`src/rtl/mem_port_arbiter_pkg.sv`:
```
// Shared pipeline definitions for the unified memory-port arbiter.
// Holds datapath widths, the arbiter state encoding and a counter-width helper.
package mem_port_arbiter_pkg;

  localparam int XLEN = 64;
  localparam int ILEN = 32;

  typedef enum logic [1:0] {
    IDLE    = 2'd0,
    BUSY_IF = 2'd1,
    BUSY_DM = 2'd2
  } arb_state_t;

  // Bits needed to count 0..max inclusive.
  function automatic int cnt_width(input int max);
    return (max < 1) ? 1 : $clog2(max + 1);
  endfunction

endpackage

```
`src/rtl/mem_arb_starve_cnt.sv`:
```
// Saturating count of fetch denials; at_max_o tells the arbiter to favour fetch.
// Clear has priority over increment.
module mem_arb_starve_cnt
  import mem_port_arbiter_pkg::*;
#(
  parameter int STARVE_MAX = 4
) (
  input  logic clk,
  input  logic reset,
  input  logic inc_i,
  input  logic clr_i,
  output logic at_max_o
);

  localparam int CW = cnt_width(STARVE_MAX);
  localparam logic [CW-1:0] MAX_C = CW'(STARVE_MAX);

  logic [CW-1:0] cnt_q;
  logic [CW-1:0] cnt_d;

  always_comb begin
    cnt_d = cnt_q;
    if (clr_i) begin
      cnt_d = '0;
    end else if (inc_i && (cnt_q != MAX_C)) begin
      cnt_d = cnt_q + CW'(1);
    end
  end

  always_ff @(posedge clk) begin
    if (reset) begin
      cnt_q <= '0;
    end else begin
      cnt_q <= cnt_d;
    end
  end

  assign at_max_o = (cnt_q == MAX_C);

endmodule

```
`src/rtl/mem_port_arbiter.sv`:
```
// Arbitrates one memory port between instruction fetch and load/store, data first,
// with a starvation bound on fetch. All memory-side and response outputs are registered.
module mem_port_arbiter
  import mem_port_arbiter_pkg::*;
#(
  parameter int STARVE_MAX = 4
) (
  input  logic            clk,
  input  logic            reset,
  input  logic            if_req,
  input  logic [XLEN-1:0] if_addr,
  output logic [ILEN-1:0] if_rdata,
  output logic            if_valid,
  input  logic            dm_req,
  input  logic            dm_we,
  input  logic [XLEN-1:0] dm_addr,
  input  logic [XLEN-1:0] dm_wdata,
  output logic [XLEN-1:0] dm_rdata,
  output logic            dm_valid,
  output logic            mem_req,
  output logic            mem_we,
  output logic [XLEN-1:0] mem_addr,
  output logic [XLEN-1:0] mem_wdata,
  input  logic [XLEN-1:0] mem_rdata,
  input  logic            mem_ready,
  output logic            stall_if,
  output logic            stall_mem
);

  arb_state_t      state_q;
  logic [ILEN-1:0] if_rdata_q;
  logic [XLEN-1:0] dm_rdata_q;
  logic            if_valid_q;
  logic            dm_valid_q;
  logic            mem_req_q;
  logic            mem_we_q;
  logic [XLEN-1:0] mem_addr_q;
  logic [XLEN-1:0] mem_wdata_q;

  logic if_eff;
  logic dm_eff;
  logic grant_if;
  logic grant_dm;
  logic starve_at_max;

  // A requester is masked in its own completion cycle so it cannot be re-granted
  // on the strength of a request the pipeline is about to retire.
  assign if_eff = if_req && !if_valid_q;
  assign dm_eff = dm_req && !dm_valid_q;

  always_comb begin
    grant_dm = 1'b0;
    grant_if = 1'b0;
    if (state_q == IDLE) begin
      grant_dm = dm_eff && !(if_eff && starve_at_max);
      grant_if = if_eff && !grant_dm;
    end
  end

  mem_arb_starve_cnt #(
    .STARVE_MAX(STARVE_MAX)
  ) u_starve_cnt (
    .clk     (clk),
    .reset   (reset),
    .inc_i   (grant_dm && if_eff),
    .clr_i   (grant_if),
    .at_max_o(starve_at_max)
  );

  always_ff @(posedge clk) begin
    if (reset) begin
      state_q     <= IDLE;
      if_rdata_q  <= '0;
      dm_rdata_q  <= '0;
      if_valid_q  <= 1'b0;
      dm_valid_q  <= 1'b0;
      mem_req_q   <= 1'b0;
      mem_we_q    <= 1'b0;
      mem_addr_q  <= '0;
      mem_wdata_q <= '0;
    end else begin
      if_valid_q <= 1'b0;
      dm_valid_q <= 1'b0;
      unique case (state_q)
        IDLE: begin
          if (grant_dm) begin
            state_q     <= BUSY_DM;
            mem_req_q   <= 1'b1;
            mem_we_q    <= dm_we;
            mem_addr_q  <= dm_addr;
            mem_wdata_q <= dm_wdata;
          end else if (grant_if) begin
            state_q     <= BUSY_IF;
            mem_req_q   <= 1'b1;
            mem_we_q    <= 1'b0;
            mem_addr_q  <= if_addr;
            mem_wdata_q <= '0;
          end
        end
        BUSY_IF: begin
          if (mem_ready) begin
            state_q    <= IDLE;
            mem_req_q  <= 1'b0;
            if_valid_q <= 1'b1;
            if_rdata_q <= mem_rdata[ILEN-1:0];
          end
        end
        BUSY_DM: begin
          if (mem_ready) begin
            state_q    <= IDLE;
            mem_req_q  <= 1'b0;
            dm_valid_q <= 1'b1;
            // Stores return nothing; keep the last load value visible.
            if (!mem_we_q) begin
              dm_rdata_q <= mem_rdata;
            end
          end
        end
        default: begin
          state_q   <= IDLE;
          mem_req_q <= 1'b0;
        end
      endcase
    end
  end

  assign if_rdata  = if_rdata_q;
  assign dm_rdata  = dm_rdata_q;
  assign if_valid  = if_valid_q;
  assign dm_valid  = dm_valid_q;
  assign mem_req   = mem_req_q;
  assign mem_we    = mem_we_q;
  assign mem_addr  = mem_addr_q;
  assign mem_wdata = mem_wdata_q;

  assign stall_if  = if_req && !if_valid_q;
  assign stall_mem = dm_req && !dm_valid_q;

endmodule

```
`config.mk`:
```
export PLATFORM = sky130hd
export DESIGN_NAME = mem_port_arbiter
export DESIGN_NICKNAME = d
export VERILOG_FILES = /design/src/rtl/mem_port_arbiter_pkg.sv /design/src/rtl/mem_arb_starve_cnt.sv /design/src/rtl/mem_port_arbiter.sv
export SDC_FILE = /design/constraint.sdc
export NUM_CORES = 1
export LEC_CHECK = 0
export CORE_AREA = 2 2 191 193
export CTS_BUF_LIST = sky130_fd_sc_hd__clkbuf_16
export DETAILED_ROUTE_END_ITERATION = 8
export DIE_AREA = 0 0 193 195
export HOLD_SLACK_MARGIN = 0.06
export PLACE_DENSITY_LB_ADDON = 0.2
export SKIP_LAST_GASP = 1
export SLEW_MARGIN = 20
export SYNTH_ARGS = -nofsm -noshare
export SYNTH_HDL_FRONTEND = slang
export SYNTH_SLANG_ARGS = --single-unit
```
`constraint.sdc`:
```
create_clock -name clk -period 1.8 [get_ports clk]
set_input_delay 0.36 -clock clk [delete_from_list [all_inputs] [get_ports clk]]
set_output_delay 0.36 -clock clk [all_outputs]
set_load 0.01 [all_outputs]
```
* Word-level counts from Yosys, hierarchy flattened
Index checks and enable logic that the tools add are counted.
Widths: inputs -> output; s select.
** Word-level totals
- Bits of input ports :: 262
- Register bits :: 233
- Output and inout port bits :: 230
- Word-level logic and storage cells :: 58
** Cells by class
- Bitwise operators :: 3
- Reductions and logical operators :: 21
- $add $sub $neg :: 1
- Mux-type cells :: 17
- Eq/ne operators :: 6
** Operator list (count)
- $mux 64 :: 4
- $mux 1 :: 8
- $reduce_or 2->1 :: 4
- $logic_and 1x1->1 :: 7
- $mux 2 :: 3
- $ne 3x3->1 const B :: 2
- $reduce_and 2->1 :: 3
- $logic_not 1->1 :: 4
- $pmux 2 s2 :: 1
- $add 3x1->3 const B :: 1
- $eq 3x3->1 const B :: 1
- $not 1->1 :: 3
- $reduce_and 3->1 :: 1
- $eq 2x1->1 const B :: 1
- $eq 2x2->1 const B :: 1
- $logic_not 2->1 :: 1
- $ne 2x1->1 const B :: 1
- $pmux 1 s2 :: 1
- $reduce_bool 2->1 :: 1

* Depth between registers and ports, before layout
- Word-level depth :: 11
- Depth in mapped cells :: 8
- Depth with buffers taken out :: 5

* Modules after synthesis
From an unflattened synthesis, not the netlist that was laid out.
** Unflattened totals
- Cells, all modules :: 977
- Area total of the unflattened synthesis :: 9034.9 µm²
** Modules (own cells, without submodules)
- mem_port_arbiter :: instances 1, cells an instance 959, sequential area each 4604.4 µm², area each 8847.2 µm²
- mem_arb_starve_cnt :: instances 1, cells an instance 18, sequential area each 60.1 µm², area each 187.7 µm²

* Worst setup path before layout
OpenSTA, ideal clock, no wires.
- Path kind :: reg-to-reg
- Start :: reg state_q[0]
- End :: reg mem_addr_q[33] (netlist: mem_addr[33])
- Path slack :: 0.122 ns
- Buffers on the path :: 3
- Clock period less this slack :: 1.678 ns
- Cell stages (with the launch flop) :: 9
- Arrival :: 1.565 ns
- Required time :: 1.688 ns
- Cell sequence :: dfxtp_1 -> inv_1 -> ha_1 -> buf_2 -> nand3b_1 -> buf_2 -> buf_2 -> a211oi_1 -> a2111oi_1
** Between the ends
- Cells in the longest elaborated chain, start to end :: 4
- Elaborated cells between the ends (all ways) :: 6
- Those cells by class :: 3 x mux; 3 x reduce/logical
** Ends and longest elaborated chain
- start, declared :: RTL line mem_port_arbiter.sv:30 : arb_state_t state_q;
- start signal, assigned :: RTL line mem_port_arbiter.sv:72 : state_q <= IDLE;
- start signal, assigned :: RTL line mem_port_arbiter.sv:87 : state_q <= BUSY_DM;
- start signal, assigned :: RTL line mem_port_arbiter.sv:93 : state_q <= BUSY_IF;
- $logic_not 2->1 (*) :: RTL line mem_port_arbiter.sv:54, mem_port_arbiter.sv:84
- $mux 1 :: RTL line mem_port_arbiter.sv:54 : if (state_q == IDLE) begin
- $reduce_bool 2->1 (no source line)
- $reduce_and 2->1 (no source line)
- end signal, assigned :: RTL line mem_port_arbiter.sv:90 : mem_addr_q <= dm_addr;
- end signal, assigned :: RTL line mem_port_arbiter.sv:96 : mem_addr_q <= if_addr;
- end, declared :: RTL line mem_port_arbiter.sv:37 : logic [XLEN-1:0] mem_addr_q;
Mark *: on every way between the ends. The rest lies on a longest branch, timed or not.
A chain may end at the register's enable or synchronous reset.

* Worst setup path after layout
- Start :: reg u_starve_cnt.cnt_q[0]
- End :: reg mem_addr_q[53] (netlist: mem_addr[53])
** Between the ends
- Cells in the longest elaborated chain, start to end :: 9
- Elaborated cells between the ends (all ways) :: 11
- Those cells by class :: 1 x eq/ne; 3 x mux; 7 x reduce/logical
** Ends and longest elaborated chain
- start, declared :: RTL line mem_arb_starve_cnt.sv:18 : logic [CW-1:0] cnt_q;
- start signal, assigned :: RTL line mem_arb_starve_cnt.sv:34 : cnt_q <= cnt_d;
- $eq 3x3->1 (*) :: RTL line mem_arb_starve_cnt.sv:38 : assign at_max_o = (cnt_q == MAX_C);
- $logic_and 1x1->1 (*) :: RTL line mem_port_arbiter.sv:55 : grant_dm = dm_eff && !(if_eff && starve_at_max);
- $logic_not 1->1 (*) :: RTL line mem_port_arbiter.sv:55
- $logic_and 1x1->1 (*) :: RTL line mem_port_arbiter.sv:55
- $logic_not 1->1 :: RTL line mem_port_arbiter.sv:56 : grant_if = if_eff && !grant_dm;
- $logic_and 1x1->1 :: RTL line mem_port_arbiter.sv:56
- $mux 1 :: RTL line mem_port_arbiter.sv:54
- $reduce_bool 2->1 (no source line)
- $reduce_and 2->1 (no source line)
Marked as above.

==> metrics.txt <==
status finished clean; clk buf depth 3; count of final setup violators 0; setup repair after global routing missed its margin yes; most frequent cells in the layout clkdlybuf4s50_1, dfxtp_1, nand2_1; ANT nets after route 0; hold endpoint mem_addr[13]$_SDFFE_PP0P_; CTS tree yes; min-delay worst type input pin to flop; GP Congestion 0.8086; cells on worst reg2reg path 7; die height 195 microns; Tmin final 1.769 ns; vias per inst 4.847; first drt pass iteration count 5; Worst Skew 0.02239 ns; register area share after synthesis 47.11%; CTS Root Cell clkbuf_16; Worst path depth 7; DPL Wire Length 27.99 mm; actual slew at the worst max-slew pin 0.4234 ns; final wirelength 39.33 mm; area of the mapped netlist 9902 sq um; Area Growth Syn to Fin 70.32%; worst reg-to-reg setup slack 0.03 ns; DRC Markers 0; die width 193 microns; Clock transition at path regs 0.06 ns; CP cell instances inv_1, ha_2, and4b_2, buf_12, buf_12, nor4b_2, a2111oi_1; Synth Net Count 1,409; reg-to-reg critical path endpoint mem_addr[53]$_SDFFE_PP0P_; EDFF count, synth 0; maximum vdd drop 0.0006675 V; element type at the critical path end flop; CTS H-tree depth 1; drt wl/cell 18.70 microns; final worst path period share 98.26%; critical path class flop to flop; GRT overflow 0; hold path depth 2; TritonCTS Buffers 28; Critical-path top delay cell a2111oi_1; Crit Path Max Fanout 19; share of flip-flops with an asynchronous set or reset 0%; I/O pin cnt 492; hold slack final 0.3027 ns; CP Launch Type flop; Slew headroom 71.77%; Clock Sinks 233; Worst EP arrival 2.19 ns; Crit path largest cell delay 0.35 ns; hold path startpoint reset; yosys warns 0; vias in the first global route 10.29k; std cell rows 69; layout cells sized above 1 9.628%; Final Util 47.65%; total core area 35,400 sq um; FMAX 565.4 MHz; die footprint 37,640 sq um; R2R Path Start u_starve_cnt.cnt_q[0]$_SDFFE_PP0P_; most common cell after layout, fill and taps aside clkdlybuf4s50_1; power density over cell area 878.4 nW/um^2; Final Hold Fails 0; CP Buf/Inv Count 3; Tot Pwr 0.01481 W; post-synthesis cell type count 32; max cap viols 0; required time worst endpoint 2.22 ns; largest net degree at the start of global routing 65; P_leak 7.157 nW; Design Area, Final 16,860 sq um; Tot GR Track Use 19.87%; hold buffers post-CTS 0; clk_lat worst skew 0.55 ns; initial antenna violation count 1; synthesized instance count 1,142; post-layout net count 1,888; CP delay by family, top buffers and inverters; routed via count 10.19k; Initial Utilization 27.97%; Port Buffer Count 491; dpl cell area 15,840 sq um; DRT iter0 DRCs 389; Top FF cell, synth dfxtp_1; first-pass GRT wire length 59.16 mm; most frequent CP cell buf_12; final slew viol count 0; Avg Cell Area, Syn 8.671 sq um; #FFs+latches synth 233
worst max path at each step:
stage                                            start                         to
floorplan                      state_q[0]$_SDFFE_PP0P_  mem_addr[33]$_SDFFE_PP0P_
global placement                                if_req                   stall_if
detailed placement                              if_req                   stall_if
CTS                                if_valid$_SDFF_PP0_                   stall_if
global route        u_starve_cnt.cnt_q[0]$_SDFFE_PP0P_  mem_addr[22]$_SDFFE_PP0P_
finish              u_starve_cnt.cnt_q[0]$_SDFFE_PP0P_  mem_addr[53]$_SDFFE_PP0P_
flip-flops by register name (all words and copies together) (netlist names):
register            flops
mem_req                 1
dm_rdata               64
state_q                 2
u_starve_cnt.cnt_q      3
mem_wdata              64
dm_valid                1
mem_addr               64
if_rdata               32
if_valid                1
mem_we                  1
where the power goes:
part | switching (W) | leakage [nW] | internal (W)
combinational | 0.00155 | 4.76 | 0.00170
sequential | 0.000193 | 1.91 | 0.00556
clock | 0.00223 | 0.491 | 0.00358
total | 0.00397 | 7.16 | 0.0108
synth_stat cells (all sizes together), types with 3 or more instances:
cell / instances / share of area, %
a21oi: 98 / 5.0
a211oi: 65 / 4.9
a31oi: 3 / 0.19
ha: 5 / 0.63
clkbuf: 62 / 2.4
o32ai: 65 / 5.7
dfxtp: 233 / 47
nor2: 3 / 0.11
inv: 136 / 5.2
buf: 56 / 2.9
nor4b: 64 / 5.7
a2111oi: 64 / 6.9
nand2: 199 / 7.5
nand2b: 68 / 4.3
nand4: 5 / 0.32
cells by family (layout without fill, tap and decap cells):
| kind of cell | Yosys count | in the layout | synth area share [%] |
|---|---|---|---|
| AND/OR/NAND/NOR | 348 | 348 | 18.63 |
| AO/OA/AOI/OAI | 301 | 301 | 23.21 |
| buffers and inverters | 255 | 754 | 10.42 |
| flip-flops | 233 | 233 | 47.11 |
| adder cells (fa/ha/maj) | 5 | 5 | 0.6318 |
| other | 0 | 1 | 0 |
per-stage QoR:
step                instances  setup TNS (ns)  worst slack, ns
floorplan                1142               0           0.1224
global placement         2043          -31.63          -0.4364
detailed placement       2043          -34.91          -0.4188
CTS                      2093         -0.2128          -0.2128
global route             2103         -0.9308         -0.07887
finish                   2103               0          0.03128
worst reg2reg max path, stage by stage, from the launching register on:
cell and delay [ns]:
dfxtp_2 0.33, inv_1 0.08, ha_2 0.20, and4b_2 0.30
buf_12 0.19, buf_12 0.15, nor4b_2 0.06, a2111oi_1 0.35
what timing repair did:
item                       CTS  global route
buffers inserted             0             7
setup endpoints to repair  198           101
gates cloned                 0             2
gates resized for setup    202            61
pin swaps                    1             8
layer usage:
| layer | share of wire (%) | global-route usage (%) |
|---|---|---|
| met1 | 39 | 23.00 |
| met2 | 49 | 34.97 |
| met3 | 9.6 | 6.219 |
| met4 | 2.1 | 5.612 |
| met5 | 0 | 0 |
layout make-up:
type	count	area, sq um
fill	3450	18530
sequential	233	4668
inverter	137	516.7
clock buffer	29	725.7
multi-input combinational	654	4375
timing repair buffer	567	5789
antenna	1	2.502
clock inverter	21	210.2
tap	461	576.8
No activity file was read; power rests on OpenSTA's default activity.
